<file path="src/rtl/nand_chain_pkg.sv">
// Shared definitions for the pipelined NAND/NOR gate chain.
// Holds mode encodings, the done-counter width and the per-bit gate.
package nand_chain_pkg;

    localparam logic MODE_NAND = 1'b0;
    localparam logic MODE_NOR  = 1'b1;

    localparam int COUNT_W = 16;

    // One bit of a chain gate: NAND in mode 0, NOR in mode 1.
    function automatic logic gate(
        input logic mode,
        input logic x,
        input logic y
    );
        if (mode == MODE_NOR) begin
            return ~(x | y);
        end
        return ~(x & y);
    endfunction

endpackage

</file>
<file path="src/rtl/nand_chain_stage.sv">
// One registered gate stage of the NAND/NOR chain.
// Ports:
//   clk, rst_n    : clock, async active-low reset
//   i_valid       : upstream item present
//   i_mode        : upstream item mode
//   i_x           : previous result r(K-1)
//   i_ops         : operand slices still carried by the item
//   i_taps        : tap slices 0..K-1 of the item
//   i_ready_dn    : downstream stage (or consumer) ready
//   o_valid       : this stage holds an item
//   o_mode        : mode of the held item
//   o_r           : r(K) of the held item
//   o_ops         : operand slices K+1..STAGES-1, rest zero
//   o_taps        : tap slices 0..K, rest zero
module nand_chain_stage
    import nand_chain_pkg::*;
#(
    parameter int WIDTH  = 1,
    parameter int STAGES = 3,
    parameter int K      = 0
) (
    input  logic                      clk,
    input  logic                      rst_n,
    input  logic                      i_valid,
    input  logic                      i_mode,
    input  logic [WIDTH-1:0]          i_x,
    input  logic [STAGES*WIDTH-1:0]   i_ops,
    input  logic [STAGES*WIDTH-1:0]   i_taps,
    input  logic                      i_ready_dn,
    output logic                      o_valid,
    output logic                      o_mode,
    output logic [WIDTH-1:0]          o_r,
    output logic [STAGES*WIDTH-1:0]   o_ops,
    output logic [STAGES*WIDTH-1:0]   o_taps
);

    localparam int SW = STAGES * WIDTH;

    // Operand slices above K survive; slice K is consumed here.
    localparam logic [SW-1:0] OPS_KEEP =
        {SW{1'b1}} << ((K + 1) * WIDTH);
    // Tap slices below K survive; slice K is written here.
    localparam logic [SW-1:0] TAP_KEEP =
        {SW{1'b1}} >> ((STAGES - K) * WIDTH);

    logic             r_valid;
    logic             r_mode;
    logic [WIDTH-1:0] r_res;
    logic [SW-1:0]    r_ops;
    logic [SW-1:0]    r_taps;

    logic [WIDTH-1:0] w_y;
    logic [WIDTH-1:0] w_res;
    logic [SW-1:0]    w_ops;
    logic [SW-1:0]    w_taps;
    logic             w_ready;

    always_comb begin
        w_y   = i_ops[K*WIDTH +: WIDTH];
        w_res = '0;
        for (int b = 0; b < WIDTH; b++) begin
            w_res[b] = gate(i_mode, i_x[b], w_y[b]);
        end
        w_ops  = i_ops & OPS_KEEP;
        w_taps = i_taps & TAP_KEEP;
        w_taps[K*WIDTH +: WIDTH] = w_res;
    end

    // Load when empty or when the held item leaves this cycle.
    assign w_ready = ~r_valid | i_ready_dn;

    always_ff @(posedge clk or negedge rst_n) begin
        if (!rst_n) begin
            r_valid <= 1'b0;
            r_mode  <= 1'b0;
            r_res   <= '0;
            r_ops   <= '0;
            r_taps  <= '0;
        end else if (w_ready) begin
            r_valid <= i_valid;
            if (i_valid) begin
                r_mode <= i_mode;
                r_res  <= w_res;
                r_ops  <= w_ops;
                r_taps <= w_taps;
            end
        end
    end

    assign o_valid = r_valid;
    assign o_mode  = r_mode;
    assign o_r     = r_res;
    assign o_ops   = r_ops;
    assign o_taps  = r_taps;

endmodule

</file>
<file path="src/rtl/nand_chain_pipe.sv">
// Pipelined chain of STAGES NAND/NOR gates with valid/ready on both sides.
// Ports:
//   clk, rst_n          : clock, async active-low reset
//   in_valid/in_ready   : input handshake
//   in_a, in_ops        : first operand, per-stage second operands
//   in_mode             : 0 = NAND chain, 1 = NOR chain
//   out_valid/out_ready : output handshake
//   out_taps            : every stage result of the item
//   out_result          : last stage result
//   out_mode            : mode the item was computed with
//   done_count          : delivered items, wraps at 16 bits
module nand_chain_pipe
    import nand_chain_pkg::*;
#(
    parameter int WIDTH  = 1,
    parameter int STAGES = 3
) (
    input  logic                     clk,
    input  logic                     rst_n,
    input  logic                     in_valid,
    output logic                     in_ready,
    input  logic [WIDTH-1:0]         in_a,
    input  logic [STAGES*WIDTH-1:0]  in_ops,
    input  logic                     in_mode,
    output logic                     out_valid,
    input  logic                     out_ready,
    output logic [STAGES*WIDTH-1:0]  out_taps,
    output logic [WIDTH-1:0]         out_result,
    output logic                     out_mode,
    output logic [COUNT_W-1:0]       done_count
);

    localparam int SW = STAGES * WIDTH;

    // Row 0 is the input port side; row k+1 is stage k's register.
    logic [STAGES:0]            w_valid;
    logic [STAGES:0]            w_mode;
    logic [STAGES:0][WIDTH-1:0] w_r;
    logic [STAGES:0][SW-1:0]    w_taps;
    logic [STAGES-1:0][SW-1:0]  w_ops;
    // The last stage has consumed every operand slice.
    logic [SW-1:0]              w_unused_ops;

    logic [COUNT_W-1:0]         r_done_count;
    logic                       w_out_fire;

    assign w_valid[0] = in_valid;
    assign w_mode[0]  = in_mode;
    assign w_r[0]     = in_a;
    assign w_taps[0]  = '0;
    assign w_ops[0]   = in_ops;

    // ready_k = ~valid_k | ready_{k+1} unrolled: a stage can load
    // unless it and every stage after it are full and the consumer
    // stalls. Built from registered valids so no ready loop forms.
    assign in_ready = out_ready | ~(&w_valid[STAGES:1]);

    for (genvar k = 0; k < STAGES; k++) begin : g_stage
        logic          w_rdy_dn;
        logic [SW-1:0] w_ops_nxt;

        if (k == STAGES - 1) begin : g_rdy_last
            assign w_rdy_dn = out_ready;
        end else begin : g_rdy_mid
            assign w_rdy_dn =
                out_ready | ~(&w_valid[STAGES:k+2]);
        end

        if (k < STAGES - 1) begin : g_ops_mid
            assign w_ops[k+1] = w_ops_nxt;
        end else begin : g_ops_last
            assign w_unused_ops = w_ops_nxt;
        end

        nand_chain_stage #(
            .WIDTH  (WIDTH),
            .STAGES (STAGES),
            .K      (k)
        ) u_stage (
            .clk        (clk),
            .rst_n      (rst_n),
            .i_valid    (w_valid[k]),
            .i_mode     (w_mode[k]),
            .i_x        (w_r[k]),
            .i_ops      (w_ops[k]),
            .i_taps     (w_taps[k]),
            .i_ready_dn (w_rdy_dn),
            .o_valid    (w_valid[k+1]),
            .o_mode     (w_mode[k+1]),
            .o_r        (w_r[k+1]),
            .o_ops      (w_ops_nxt),
            .o_taps     (w_taps[k+1])
        );
    end

    assign w_out_fire = w_valid[STAGES] & out_ready;

    always_ff @(posedge clk or negedge rst_n) begin
        if (!rst_n) begin
            r_done_count <= '0;
        end else if (w_out_fire) begin
            r_done_count <= r_done_count + COUNT_W'(1);
        end
    end

    assign out_valid  = w_valid[STAGES];
    assign out_mode   = w_mode[STAGES];
    assign out_result = w_r[STAGES];
    assign out_taps   = w_taps[STAGES];
    assign done_count = r_done_count;

endmodule

</file>
<file path="config.mk">
export PLATFORM = sky130hd
export DESIGN_NAME = nand_chain_pipe
export DESIGN_NICKNAME = d
export VERILOG_FILES = /design/src/rtl/nand_chain_pkg.sv /design/src/rtl/nand_chain_stage.sv /design/src/rtl/nand_chain_pipe.sv
export SDC_FILE = /design/constraint.sdc
export NUM_CORES = 1
export LEC_CHECK = 0
export CAP_MARGIN = 5
export CORE_MARGIN = 2
export CORE_UTILIZATION = 50
export CTS_CLUSTER_SIZE = 40
export DETAILED_ROUTE_END_ITERATION = 16
export DONT_BUFFER_PORTS = 1
export HOLD_SLACK_MARGIN = 0.15
export SETUP_SLACK_MARGIN = 0.5
export SLEW_MARGIN = 20
export SYNTH_ARGS = -nofsm -noshare
export SYNTH_HDL_FRONTEND = slang
export SYNTH_SLANG_ARGS = --single-unit
</file>
<file path="constraint.sdc">
create_clock -name clk -period 2.96 [get_ports clk]
set_input_delay 0.444 -clock clk [delete_from_list [all_inputs] [get_ports clk]]
set_output_delay 0.444 -clock clk [all_outputs]
set_load 0.005 [all_outputs]
</file>
==> results.cfg <==
[synth]
synth_common_cells = 31 x dfrtp_1, 11 x nand2_1, 10 x mux2_2, 10 x xnor2_1, 5 x xor2_1
ys_ff_latch = 31
syn_area_um2 = 1310
yosysUniqueCellTypes = 24
yosysTopAreaCell = dfrtp_1
yosysTopAreaCellShare = 0.593
synth.most_common_cell = dfrtp_1
synth-edff-count = 0
ys_warn_count = 0
synthTopCellsByArea = dfrtp_1 59%, mux2_2 8.6%, xnor2_1 6.7%, xor2_1 3.3%, nand2_1 3.2%
synthFlopType = dfrtp_1
synth-seq-area-share = 0.593
ys_async_sr_fraction = 1.00
syn_avg_cell_area_um2 = 13.1
synthCells = 100
syn_nets = 110

[critical_path]
ff2ff_setup_slack_ps = 1510
path_delay_family = flip-flops
crit_chain = nand4b_1
path_class = reg -> out
r2r_start = g_stage[2].u_stage.o_valid
r2r_cells = 4
setup.worst_path.end_class = primary output
crit_buf_inv = 0
cp.required_ps = 2520
cp-start-kind = flip-flop
crit_path_top_delay_cell = dfrtp_1
r2r_end = done_count[11]
cp_data_arrival_time_ps = 1040
path_depth = 1
critPathMaxStageDelay_ps = 490
crit_fanout = 7

[cts]
cts.repair.resized = 0
path_clk_slew_ps = 80
cts_max_level = 2
clk_latency_ps = 320
cts_tree = done
cts_made_buffers = 5
post_cts_buffers = 0
cts_sinks = 31
clock_path_buffers = 2
hold_buffers = 2
cts_root_buf = clkbuf_4

[timing]
timing.fmax_mhz = 673
rsz0062_at_grt = false
timing.final.crit_share = 0.502
fin_crit_ps = 1480
slew_violations = 0
layout_setup_ws_ps = 1480
maxSlewHeadroom = 0.817
max_slew.worst_pin.slew_ps = 274
worst_clock_skew_ps = 5.35
setup-violations-final = 0
finalSetupTns_ps = 0
hold_viol = 0
whs_ps = 234

[drt]
vias = 741
via_per_inst = 5.41
route.detailed.drc = 0
wire_per_inst_um = 14.6
detail_route.iter0.violations = 15
drtPass1Iterations = 4
drtAntennaViolNets = 0
drt_wl_total_um = 2010

[finish]
drive_above_1_share = 0.224
multi_input_area_um2 = 522
layout.nets = 118
antenna_cells = 0
seq_area_um2 = 776
areaGrowthSynthToFinish_pct = 7.74
fillers = 214
stdcell_count = 137

[min_path]
hold_path_end = g_stage[0].u_stage.o_valid
hold_depth = 1
hp-start = in_valid
hold_class = in -> reg

[die]
start_util = 0.528
die-area_um2 = 3040
num_rows = 18
core_um2 = 2480
dieWidth_um = 55.2
io_pins = 32
die_h_um = 55.2

[grt]
grt_first_pass_wirelength_um = 3260
grt_pass1_vias = 732
antenna_found_initial = 0
grt-ovfl-total = 0
grt_max_degree = 32
track_usage = 0.161

[run]
drv_cap = 0

[pwr]
peakVddDrop_uv = 485
p_leak_uw = 0.000640
pwr_density_cell_nw_per_um2 = 701

[place]
pre_cts_slack_ps = 1520
dpl.hpwl_um = 1440
io_buffers = 0
gp_congestion = 0.656
dp_cells = 129

[outcome]
status = finished clean
==> area by class of cell <==
type | instances | area share
clock buffer | 6 | 0.0293
inverter | 1 | 0.00266
multi-input combinational | 67 | 0.370
sequential | 31 | 0.550
tap | 30 | 0.0266
timing repair buffer | 2 | 0.0213
==> state kept, by name (all words and copies together), names as in the netlist <==
signal / cells
g_stage.u_stage.o_taps: 4
g_stage.u_stage.o_ops: 3
g_stage.u_stage.o_r: 2
g_stage.u_stage.o_mode: 3
done_count: 16
g_stage.u_stage.o_valid: 3
==> metrics by stage <==
stage,utilization,instance area (um2),power (uW)
after floorplan,-,1310,745
after global placement,0.540,1340,770
after detailed placement,0.540,1340,781
after CTS,0.569,1410,1010
after global routing,0.569,1410,1070
final,0.569,1410,989
==> per-layer routing <==
| layer | wire length, um | vias to the layer above | share of wire | GRT usage |
|---|---|---|---|---|
| li1 | - | 357 | - | - |
| met5 | 0 | - | 0 | 0 |
| met3 | 225 | 6 | 0.11 | 0.0968 |
| met2 | 829 | 34 | 0.41 | 0.210 |
| met4 | 36 | 0 | 0.018 | 0.0732 |
| met1 | 915 | 344 | 0.46 | 0.209 |
==> worst max path at each step <==
stage / from / end
2_1_floorplan: done_count[0] / done_count[10]
6_report: g_stage[2].u_stage.o_valid / in_ready
3_5_place_dp: g_stage[2].u_stage.o_valid / done_count[11]
3_3_place_gp: g_stage[2].u_stage.o_valid / done_count[11]
5_1_grt: g_stage[2].u_stage.o_valid / done_count[11]
4_1_cts: g_stage[2].u_stage.o_valid / in_ready
==> layout by cell type (no fill, tap or decap), types with 4 or more instances in the layout <==
cell type,Yosys,layout
nor2_1,4,4
nand2_1,11,11
clkbuf_4,0,5
xor2_1,5,5
mux2_2,10,10
xnor2_1,10,10
dfrtp_1,31,31
==> where the power goes <==
part	total, uW	switching [uW]	internal, uW
Sequential	620	106	515
Clock	208	124	84.2
Combinational	160	68.6	91.1
Total	989	298	690
==> cells by family after synthesis <==
logic type,after synthesis,synth area share
and+or+nand+nor,35,0.168
DFF,31,0.593
xor gates and xnor gates,15,0.100
muxes,10,0.0860
adders and majority gates,4,0.0325
AOI/OAI and AO/OA,3,0.0115
buffers and inverters,2,0.00860
(Power assumes the default switching activity.)
